**src/rtl/lift_pkg.sv**
```systemverilog
// Shared floor codes, direction and state encoding for the lift scheduler and controller.
// Also carries small one-hot helpers used by the target selector.
package lift_pkg;

  localparam logic [2:0] FLOOR1 = 3'b001;
  localparam logic [2:0] FLOOR2 = 3'b010;
  localparam logic [2:0] FLOOR3 = 3'b100;

  localparam logic DIR_UP = 1'b1;
  localparam logic DIR_DN = 1'b0;

  typedef enum logic [1:0] {
    IDLE  = 2'd0,
    MOVE  = 2'd1,
    DOOR  = 2'd2,
    FAULT = 2'd3
  } state_t;

  function automatic logic is_onehot(input logic [2:0] f);
    return (f == FLOOR1) || (f == FLOOR2) || (f == FLOOR3);
  endfunction

  function automatic logic [2:0] lowest_bit(input logic [2:0] x);
    return x & (~x + 3'd1);
  endfunction

  function automatic logic [2:0] highest_bit(input logic [2:0] x);
    logic [2:0] r;
    if (x[2])      r = FLOOR3;
    else if (x[1]) r = FLOOR2;
    else if (x[0]) r = FLOOR1;
    else           r = 3'b000;
    return r;
  endfunction

endpackage

```
**src/rtl/lift_next_target.sv**
```systemverilog
// SCAN-order next-floor selector; purely combinational.
// restrict_dir suppresses reversal so a moving car only retargets to closer calls ahead.
module lift_next_target
  import lift_pkg::*;
(
  input  logic [2:0] pending,
  input  logic [2:0] cur_floor,
  input  logic       dir_up,
  input  logic       restrict_dir,
  output logic       sel_valid,
  output logic [2:0] sel_floor,
  output logic       sel_dir
);

  logic [2:0] above;
  logic [2:0] below;
  logic [2:0] ahead;
  logic [2:0] behind;

  // Strictly above / below the current floor; the current floor itself is never a target.
  assign above  = {cur_floor[1] | cur_floor[0], cur_floor[0], 1'b0};
  assign below  = {1'b0, cur_floor[2], cur_floor[2] | cur_floor[1]};
  assign ahead  = pending & (dir_up ? above : below);
  assign behind = pending & (dir_up ? below : above);

  always_comb begin
    sel_valid = 1'b0;
    sel_floor = cur_floor;
    sel_dir   = dir_up;
    if (is_onehot(cur_floor)) begin
      if (ahead != 3'b000) begin
        sel_valid = 1'b1;
        sel_floor = dir_up ? lowest_bit(ahead) : highest_bit(ahead);
      end else if (!restrict_dir && (behind != 3'b000)) begin
        sel_valid = 1'b1;
        sel_floor = dir_up ? highest_bit(behind) : lowest_bit(behind);
        sel_dir   = ~dir_up;
      end
    end
  end

endmodule

```
**src/rtl/lift_call_scheduler.sv**
```systemverilog
// Latches lift calls, commands the next SCAN-order target, times the door and flags move timeouts.
// Calls show on pending one edge after sampling; target_valid rises one edge after that from IDLE.
module lift_call_scheduler
  import lift_pkg::*;
#(
  parameter int DOOR_CYCLES  = 8,
  parameter int MOVE_TIMEOUT = 64,
  parameter int CNT_W        = 7
) (
  input  logic       clk,
  input  logic       reset,
  input  logic [2:0] call_btn,
  input  logic [2:0] cur_floor,
  output logic [2:0] target_floor,
  output logic       target_valid,
  output logic       dir_up,
  output logic [2:0] pending,
  output logic       door_open,
  output logic       fault
);

  state_t           state_q;
  logic [2:0]       pending_q, pending_d;
  logic [2:0]       target_q;
  logic             tvalid_q;
  logic             dir_q;
  logic             door_q;
  logic             fault_q;
  logic [CNT_W-1:0] cnt_q;

  logic             sel_valid;
  logic [2:0]       sel_floor;
  logic             sel_dir;
  logic             cur_ok;
  logic             enter_door;
  logic [2:0]       clr;

  lift_next_target u_sel (
    .pending      (pending_q),
    .cur_floor    (cur_floor),
    .dir_up       (dir_q),
    .restrict_dir (state_q == MOVE),
    .sel_valid    (sel_valid),
    .sel_floor    (sel_floor),
    .sel_dir      (sel_dir)
  );

  always_comb begin
    cur_ok     = is_onehot(cur_floor);
    enter_door = cur_ok &&
                 (((state_q == IDLE) && ((pending_q & cur_floor) != 3'b000)) ||
                  ((state_q == MOVE) && (cur_floor == target_q)));
    clr        = (enter_door || (state_q == DOOR)) ? cur_floor : 3'b000;
    pending_d  = (pending_q | call_btn) & ~clr;
  end

  always_ff @(posedge clk) begin
    if (!reset) begin
      state_q   <= IDLE;
      pending_q <= 3'b000;
      target_q  <= FLOOR1;
      tvalid_q  <= 1'b0;
      dir_q     <= DIR_UP;
      door_q    <= 1'b0;
      fault_q   <= 1'b0;
      cnt_q     <= '0;
    end else begin
      pending_q <= pending_d;
      case (state_q)
        IDLE: begin
          if (enter_door) begin
            state_q <= DOOR;
            door_q  <= 1'b1;
            cnt_q   <= '0;
          end else if (sel_valid) begin
            state_q  <= MOVE;
            target_q <= sel_floor;
            dir_q    <= sel_dir;
            tvalid_q <= 1'b1;
            cnt_q    <= '0;
          end
        end
        MOVE: begin
          // Arrival takes priority over a timeout on the same edge.
          if (enter_door) begin
            state_q  <= DOOR;
            tvalid_q <= 1'b0;
            door_q   <= 1'b1;
            cnt_q    <= '0;
          end else if (cnt_q == CNT_W'(MOVE_TIMEOUT - 1)) begin
            state_q  <= FAULT;
            tvalid_q <= 1'b0;
            fault_q  <= 1'b1;
          end else begin
            cnt_q <= cnt_q + CNT_W'(1);
            if (sel_valid) target_q <= sel_floor;
          end
        end
        DOOR: begin
          if ((call_btn & cur_floor) != 3'b000) begin
            cnt_q <= '0;
          end else if (cnt_q == CNT_W'(DOOR_CYCLES - 1)) begin
            state_q <= IDLE;
            door_q  <= 1'b0;
            cnt_q   <= '0;
          end else begin
            cnt_q <= cnt_q + CNT_W'(1);
          end
        end
        FAULT: begin
          fault_q  <= 1'b1;
          tvalid_q <= 1'b0;
          door_q   <= 1'b0;
        end
        default: state_q <= IDLE;
      endcase
    end
  end

  assign target_floor = target_q;
  assign target_valid = tvalid_q;
  assign dir_up       = dir_q;
  assign pending      = pending_q;
  assign door_open    = door_q;
  assign fault        = fault_q;

endmodule

```
**config.mk**
```make
export PLATFORM = sky130hd
export DESIGN_NAME = lift_call_scheduler
export DESIGN_NICKNAME = d
export VERILOG_FILES = /design/src/rtl/lift_pkg.sv /design/src/rtl/lift_next_target.sv /design/src/rtl/lift_call_scheduler.sv
export SDC_FILE = /design/constraint.sdc
export NUM_CORES = 1
export LEC_CHECK = 0
export CAP_MARGIN = 40
export CORE_MARGIN = 2
export CORE_UTILIZATION = 40
export CTS_CLUSTER_SIZE = 8
export DETAILED_ROUTE_END_ITERATION = 12
export PLACE_DENSITY = 0.7
export SLEW_MARGIN = 15
export SYNTH_ARGS = -nofsm -noshare
export SYNTH_HDL_FRONTEND = slang
export SYNTH_SLANG_ARGS = --single-unit
```
**constraint.sdc**
```tcl
create_clock -name clk -period 2.4 [get_ports clk]
set_clock_uncertainty 0.05 [all_clocks]
set_input_delay 0.48 -clock clk [delete_from_list [all_inputs] [get_ports clk]]
set_output_delay 0.48 -clock clk [all_outputs]
set_load 0.005 [all_outputs]
```
=== Word level (Yosys, flattened, before mapping) ===
Index checks and enable logic that the tools add are counted.

* Output and inout bits: 10
* Flip-flop bits (word level): 19

* Bitwise gates (word level): 16
* Add/sub/neg operators: 3
* Muxes and demuxes: 48
* Eq/ne operators: 20
* Reduce and logical (&&, ||, !) cells: 26

{| class="wikitable"
|+ Operators by type and width
! kind !! number
|-
| 3-bit 2-to-1 mux || 16
|-
| 7-bit 2-to-1 mux || 6
|-
| 3-bit AND || 7
|-
| 7-bit case mux with 3 select lines || 1
|-
| 3-bit nonzero test || 6
|-
| 1-bit 2-to-1 mux || 14
|-
| 2-bit 2-to-1 mux || 6
|-
| 2-bit != test (second input constant) || 6
|-
| 3-bit != test (second input constant) || 3
|-
| 3-bit NOT || 3
|-
| 3-bit AND reduction || 3
|-
| 4-bit AND reduction || 2
|-
| 7-bit by 1-bit adder with 7-bit output (second input constant) || 1
|-
| 7-bit by 3-bit == test with 1-bit output (second input constant) || 1
|-
| 7-bit by 6-bit == test with 1-bit output (second input constant) || 1
|-
| 3-bit by 1-bit adder with 3-bit output (second input constant) || 2
|-
| 1-bit case mux with 3 select lines || 2
|-
| 2-bit case mux with 3 select lines || 1
|-
| 3-bit case mux with 2 select lines || 1
|-
| 6-bit AND reduction || 1
|-
| 5-bit AND reduction || 1
|-
| 2-bit == test (second input constant) || 2
|-
| 1-bit logical AND || 4
|-
| 1-bit logical OR || 4
|-
| 14 further kinds || 19
|}

=== Longest topological paths before layout ===
Gate-level depths: netlist (run 1).

* Depth after elaboration: 14
* Gate-level depth with buffers: 9
* Depth with buffers taken out: 8

=== Cells and area by module ===
Synthesis (run 1) repeated with hierarchy kept, for this count alone.

* Cells, all modules: 188
* Area, all modules: 1495.2 µm²

{| class="wikitable"
|+ Modules (own cells, without submodules)
! module !! instances !! cells each !! sequential area each (µm²) !! area an instance (µm²)
|-
| lift_call_scheduler || 1 || 140 || 380.4 || 1172.4
|-
| lift_next_target || 1 || 48 || 0.0 || 322.8
|}

=== Least setup slack after synthesis (run 1) ===
Ideal clock, no wire load.

* Path type: input -> register
* Start: in cur_floor[2]
* End: reg cnt_q[2]
* Stages: 8
* Slack: 0.226 ns
* Arrival: 2.002 ns
* Cell sequence: buf_2 > buf_4 > o21ai_0 > a32oi_2 > inv_1 > a21oi_1 > o21ai_1 > a311o_1

* Word-level cells in the longest chain between the ends: 10
* Elaborated cells between the ends (all ways): 32
* Those cells by class: eq/ne (6); mux (9); bitwise (5); reduce/logical (12)

{| class="wikitable"
|+ Ends and longest elaborated chain
! item !! line !! text
|-
| from (decl) || lift_call_scheduler.sv:13 || <nowiki>input logic [2:0] cur_floor,</nowiki>
|-
| 1-bit OR || lift_next_target.sv:22 || <nowiki>assign below = {1'b0, cur_floor[2], cur_floor[2] | cur_floor[1]};</nowiki>
|-
| 3-bit 2-to-1 mux || lift_next_target.sv:24 || <nowiki>assign behind = pending & (dir_up ? below : above);</nowiki>
|-
| 3-bit AND || lift_next_target.sv:24 ||
|-
| 3-bit nonzero test || lift_next_target.sv:34 || <nowiki>end else if (!restrict_dir && (behind != 3'b000)) begin</nowiki>
|-
| 1-bit logical AND || lift_next_target.sv:34 ||
|-
| 1-bit 2-to-1 mux || lift_next_target.sv:34 ||
|-
| 1-bit 2-to-1 mux || lift_next_target.sv:31 || <nowiki>if (ahead != 3'b000) begin</nowiki>
|-
| 1-bit 2-to-1 mux || lift_next_target.sv:30 || <nowiki>if (is_onehot(cur_floor)) begin</nowiki>
|-
| 3-bit != test (no line) || n/a ||
|-
| 3-bit AND reduction (no line) || n/a ||
|-
| to (signal assigned) || lift_call_scheduler.sv:95 || <nowiki>cnt_q <= cnt_q + CNT_W'(1);</nowiki>
|-
| to (signal assigned) || lift_call_scheduler.sv:107 || <nowiki>cnt_q <= cnt_q + CNT_W'(1);</nowiki>
|-
| to (decl) || lift_call_scheduler.sv:29 || <nowiki>logic [CNT_W-1:0] cnt_q;</nowiki>
|}

Several ways; a longest one is shown, not always the timed one.
A chain may end at the register's enable or synchronous reset.

=== Worst setup path after layout (run 1) ===
* Start: in cur_floor[1]
* End: reg cnt_q[2]

* Word-level cells in the longest chain between the ends: 10
* Elaborated cells between the ends (all ways): 33
* Those cells by class: eq/ne (6); mux (9); bitwise (6); reduce/logical (12)

{| class="wikitable"
|+ Ends and longest elaborated chain
! item !! line
|-
| 1-bit OR (on tied branches) || lift_next_target.sv:22, lift_next_target.sv:21
|-
| 3-bit 2-to-1 mux || lift_next_target.sv:24
|-
| 3-bit AND || lift_next_target.sv:24
|-
| 3-bit nonzero test || lift_next_target.sv:34
|-
| 1-bit logical AND || lift_next_target.sv:34
|-
| 1-bit 2-to-1 mux || lift_next_target.sv:34
|-
| 1-bit 2-to-1 mux || lift_next_target.sv:31
|-
| 1-bit 2-to-1 mux || lift_next_target.sv:30
|-
| 3-bit != test (no line) || n/a
|-
| 3-bit AND reduction (no line) || n/a
|}

Several ways; a longest one is shown, not always the timed one.

==> run summary, run 1 <==
Worst setup startpoint = cur_floor[1]
Max Cap Viol = 0
Setup WS pre-CTS = -375 ps
Clock Path Buffers = 2
Area contributors post-synth = dfxtp_1, a21oi_1, ha_1
Post-Syn Instances = 201
Crit path max-delay family = buffers and inverters
Worst Hold Class = flip-flop to flip-flop
GRT Util Overall = 21.9%
Asr flop ratio synth = 0%
First-pass GRT wire length = 7.32 mm
Final slew viol count = 0
Wire per inst = 15.0 um
CP peak stage delay = 300 ps
Pre-antenna DRT Iters = 4
CP Max Fanout = 6
Crit path cell chain = dlygate4sd2_1, buf_4, xnor2_1, nand4_1, a21o_4, buf_4, a22oi_2, buf_4, nor4_1, a311o_1
1st-iter DRT viols = 153
Final Net Count = 267
Clk pin slew, worst setup/hold paths = 80 ps
Register bit count reported by yosys = 19
PD cells = 810 nW/um2
Layout cells sized above 1 = 23.0%
Vias in the first global route = 1555
Horiz. Die Dim = 65.7 um
Fin worst setup slack = 188 ps
Row count = 22
DR DRC count = 0
Status = complete, no violations
Post-synthesis net count = 215
Crit path max-delay cell type = a21o_4
Ports = 18
Clk_lat worst skew = 260 ps
Setup crit start kind = input pin
RSZ-0062 raised after global routing = false
Detail Route Antenna Nets = 0
Vias = 1757
Post-Route WL = 4.51 mm
Avg Cell Area, Syn = 7.57 um2
Commonest non-fill, non-tap cell in the layout = buf_4
Core area = 3660 um2
Ant. Diodes = 0
Min-Delay Startpoint = target_valid$_SDFFE_PN0P_
Final worst-path cycle share = 92.2%
Leak = 0.814 nW
CTS H-Tree Depth = 1
Initial Utilization = 41.6%
Primary FF master, synth = dfxtp_1
VDD IR max = 504 uV
CTS tree = yes
Largest net degree at the start of global routing = 13
CTS buffer count = 3
CP arrival = 2320 ps
Post-synth top area cell = dfxtp_1
Cell area after synthesis = 1520 um2
Root buffer cell = clkbuf_8
Fmax achieved = 452 MHz
Fin. Hold Viols = 0
Register area share after synthesis = 25.0%
Worst Path Buf+Inv = 4
Port bufs = 17
DP HPWL = 3.39 mm
Most frequent cells in the layout = buf_4, nand2_1, dfxtp_1
Num Clock Sinks = 19
Antenna violations before repair = 0
CP required = 2510 ps
Die Area = 4310 um2
Synth top area share = 25.0%
Most numerous cell on the critical path = buf_4
Worst-margin pin slew = 378 ps
Setup violations, final = 0
Critical path type = input pin to flip-flop
Crit end category = flip-flop
Max-Slew Margin vs Limit = 74.2%
RR Startpoint = pending[1]$_SDFF_PN0_
Synth cell types = 46
Number of synthesized flops with an enable pin = 0
Final min period = 2210 ps
Area Growth Syn to Fin = 37.3%
Die height = 65.7 um
Total global routing overflow = 0
Count of warnings emitted by yosys = 0
Fin Hold WS = 425 ps
Avg Vias per Cell = 5.86
Routability congestion estimate = 0.868
layout make-up:
type                    count  area [um2]
repair buffers             59         493
fillers                   356        1570
flip-flops and latches     19         380
well taps                  48        60.1
clock inverters             1        5.00
inverters                   7        26.3
clock buffers               3        41.3
multi-input cells         163        1080
synth_stat cells, types with 5 or more instances:
master / instances
a211oi_1: 6
a21oi_1: 17
dfxtp_1: 19
ha_1: 6
inv_1: 7
nand2_1: 20
nand3_1: 9
nand3b_1: 5
nor2_1: 10
nor3_1: 9
o211ai_1: 6
o21ai_0: 13
o21ai_1: 5
o22ai_1: 5
tightest hold or removal path: cells and delay by family (launching register included):
kind             cells  cell delay, ps
DFF                  1             320
and+or+nand+nor      1              50
muxes                1              60
metal layers:
metal | share of wire (%) | track usage (%) | vias up
li1 | - | - | 870
met1 | 47 | 31.9 | 813
met2 | 45 | 32.3 | 67
met3 | 6.1 | 2.23 | 7
met4 | 2.0 | 9.64 | 0
met5 | 0 | 0 | -
state kept, by name (all words and copies together) (netlist names):
signal	count
cnt_q	7
target_floor	3
pending	3
state_q	2
door_open	1
dir_up	1
target_valid	1
fault	1
metrics by stage:
step           power, mW  cell area, um2  cells  utilization [%]  setup TNS [ps]
2_1_floorplan      0.942            1520    201                -               0
3_3_place_gp        1.38            1970    294             53.8           -4290
3_5_place_dp        1.39            1970    294             53.8           -4500
4_1_cts             1.66            2060    299             56.2               0
5_1_grt             1.81            2090    300             57.0               0
6_report            1.69            2090    300             57.0               0
report_power, final:
part	leakage (nW)	switching, mW	total [mW]	internal, mW
Sequential	0.155	0.0527	0.413	0.361
Clock	0.0255	0.121	0.237	0.116
Combinational	0.633	0.524	1.04	0.516
logic make-up (layout without fill, tap and decap cells):
kind of cell    count (synthesis)  in the layout  share of synthesized area [%]
compound gates                 76             76                           33.2
mux                             4              4                           2.71
buf+inv                        19             70                           7.24
xor+xnor                        5              5                           2.88
fa+ha+maj                       6              6                           4.93
simple gates                   72             72                           24.0
flops                          19             19                           25.0
final timing paths:
kind	end	slack (ps)	cells after the start
worst max-delay path	cnt_q[2]$_SDFFE_PN0P_	190	10
worst min-delay path	target_valid$_SDFFE_PN0P_	420	2
worst max register to register	cnt_q[5]$_SDFFE_PN0P_	200	9
worst min register to register	target_valid$_SDFFE_PN0P_	420	2
what timing repair did:
action                                  in CTS  in global routing
hold buffers                                 0                  0
cloned                                       0                  1
pin swaps                                    3                  8
endpoints found under the setup margin       9                 14
buffers inserted                             1                  0
resized for setup                           11                  8
(Power assumes the default switching activity.)
==> inputs of run 2 (changes only) <==
Settings changed: SLEW_MARGIN 15 to default.
==> results of run 2 <==
Final layout, timing and power as in run 1 (identical DEF).
==> inputs of run 3 (changes only) <==
Clock period 2.4 ns to 2.1 ns, I/O delays scaled along.
==> run 3 against run 2 <==
  * Utilization increased by 8.9 points
  * Critical path depth shrank 2
  * Global-route usage rose by 2.7 points
  * Setup slack got worse by 120 ps
  * Sequential power is 15% higher
  * Sequential share of layout area down 2.2 points
  * Power increased by 33%
  * Register-to-register slack lost 130 ps
  * First-iteration DRC count down 19%
  * Hold slack got worse by 16 ps
  * Die area stayed put
  * Critical path type is now flip-flop to flip-flop
==> run summary, run 3 (synthesized netlist as in run 1, its figures left out) <==
Commonest non-fill, non-tap cell in the layout = buf_4
Int Pwr = 1.31 mW (+32%)
Die Area = 4310 um2 (unchanged)
Final min period = 2030 ps
Vias in the first global route = 1772 (+14%)
Layout cells sized above 1 = 39.1% (+16 points)
CP arrival = 2190 ps (-130 ps)
Worst-margin pin slew = 445 ps (+66.8 ps)
Largest net degree at the start of global routing = 16 (+3)
Logic gate share of total power = 66.5% (+5.0 points)
CTS H-Tree Depth = 1 (unchanged)
Pre-antenna DRT Iters = 4 (unchanged)
Leak = 0.941 nW (+16%)
CP required = 2270 ps (-240 ps)
Worst Hold Class = input pin to flip-flop
Final worst-path cycle share = 96.5%
1st-iter DRT viols = 124 (-19%)
Worst setup startpoint = pending[0]$_SDFF_PN0_
Setup violations, final = 0 (unchanged)
CP Max Fanout = 9 (+3)
Ant. Diodes = 0 (unchanged)
Crit path max-delay cell type = a222oi_1
Clock Path Buffers = 2 (unchanged)
Area Growth Syn to Fin = 58.7%
Total global routing overflow = 0 (unchanged)
Row count = 22 (unchanged)
Final slew viol count = 0 (unchanged)
Detail Route Antenna Nets = 0 (unchanged)
Register area = 388 um2 (+2.0%)
Initial Utilization = 41.6% (unchanged)
CTS buffer count = 3 (unchanged)
Most frequent cells in the layout = buf_4, nand2_1, a21oi_1
Max-Slew Margin vs Limit = 70.4% (-3.8 points)
Psw = 932 uW (+33%)
Largest Register = cnt_q
Worst Path Buf+Inv = 2 (-2)
CP peak stage delay = 450 ps (+150 ps)
Die height = 65.7 um (unchanged)
DP HPWL = 3.55 mm (+4.6%)
Switching part of the total power = 41.6% (+0.30 points)
Fmax achieved = 493 MHz
Final Util = 66.0% (+8.9 points)
Fin. Hold Viols = 0 (unchanged)
Status = complete, no violations
CTS tree = yes
Port bufs = 17 (unchanged)
Ports = 18 (unchanged)
Final Net Count = 289 (+8.2%)
Num Clock Sinks = 19 (unchanged)
Avg Vias per Cell = 5.98 (+2.0%)
GRT Util Overall = 24.6% (+2.7 points)
Setup crit start kind = flip-flop
Flop pwr share = 21.1% (-3.3 points)
Clk pin slew, worst setup/hold paths = 80 ps (about the same)
Horiz. Die Dim = 65.7 um (unchanged)
Root buffer cell = clkbuf_8
Crit end category = flip-flop
Core area = 3660 um2 (unchanged)
Routability congestion estimate = 0.921 (+6.1%)
Crit path cell chain = a222oi_1, nand2b_4, a21o_4, buf_6, a22oi_2, buf_4, nor4_2, a311o_1
Clk_lat worst skew = 270 ps (about the same)
Vias = 1924 (+9.5%)
Fin Hold WS = 409 ps (-16.2 ps)
PD cells = 928 nW/um2 (+15%)
Post-Route WL = 5.39 mm (+20%)
Clock group share of total power = 12.3% (-1.7 points)
Max Cap Viol = 0 (unchanged)
Critical path type = flip-flop to flip-flop
First-pass GRT wire length = 8.26 mm (+13%)
Max FFs per register = 7 (unchanged)
Min-Delay Startpoint = call_btn[0]
Wire per inst = 16.7 um (+11%)
Multi-input gate area = 1220 um2 (+13%)
VDD IR max = 578 uV (+15%)
Antenna violations before repair = 0 (unchanged)
Fill cells = 297 (-17%)
RR Startpoint = pending[0]$_SDFF_PN0_
Crit path max-delay family = compound AO/OA/AOI/OAI gates
DR DRC count = 0 (unchanged)
## run 3: changes by cell type in the layout (fill, tap and decap cells not counted), sizes merged
cell,before,now
buf,42,63
clkbuf,3,7
clkdlybuf4s50,14,12
dlygate4sd2,2,0
dlymetal6s2s,1,2
## run 3: per-layer routing
layer  wire (um)  part of all wire (%)  GRT usage [%]
met4         184                   3.4           12.0
met1        2340                    43           32.5
met3         325                   6.0           3.42
met2        2540                    47           39.3
met5           0                     0              0
## run 3: power by group through the flow
stage | sequential (mW) | clock (mW) | combinational [mW]
5_1_grt | 0.483 | 0.291 | 1.58
3_3_place_gp | 0.470 | 0 | 1.21
2_1_floorplan | 0.464 | 0 | 0.612
4_1_cts | 0.462 | 0.278 | 1.34
3_5_place_dp | 0.469 | 0 | 1.22
6_report | 0.474 | 0.276 | 1.49
## run 3: cell type report
type	instances	area share (%)
inverter	7	1.09
clock inverter	1	0.207
tap	48	2.49
sequential	19	16.1
timing repair buffer	81	28.0
multi-input combinational	163	50.5
clock buffer	3	1.71
## run 3: worst reg2reg max path, delay by kind of cell (launching register included)
kind / cells / cell delay (ps)
compound gates: 4 / 820
simple gates: 2 / 470
flops: 1 / 380
buf+inv: 2 / 260
## run 3: worst paths after layout
| check | to | slack, ps | cells past startpoint |
|---|---|---|---|
| setup / recovery | cnt_q[2]$_SDFFE_PN0P_ | 70 | 8 |
| hold / removal | pending[0]$_SDFF_PN0_ | 410 | 3 |
| setup reg to reg | cnt_q[2]$_SDFFE_PN0P_ | 70 | 8 |
| hold reg to reg | target_valid$_SDFFE_PN0P_ | 410 | 2 |
## run 3: repair_timing
item | 4_1_cts | 5_1_grt
hold buffers | 0 | 0
endpoints found under the setup margin | 15 | 15
cloned | 1 | 1
setup buffers | 2 | 5
pin swaps | 10 | 11
resized for setup | 28 | 33
## run 3: metrics by stage
step / total power [mW] / area, um2 / TNS (ps) / worst slack, ps / instances
floorplan: 1.08 / 1520 / -14.0 / -14.0 / 201
CTS: 2.08 / 2260 / 0 / 9.21 / 317
global route: 2.36 / 2410 / -35.0 / -17.9 / 322
finish: 2.24 / 2410 / 0 / 72.5 / 322
detailed placement: 1.69 / 2100 / -7810 / -556 / 310
global placement: 1.68 / 2100 / -7440 / -562 / 310
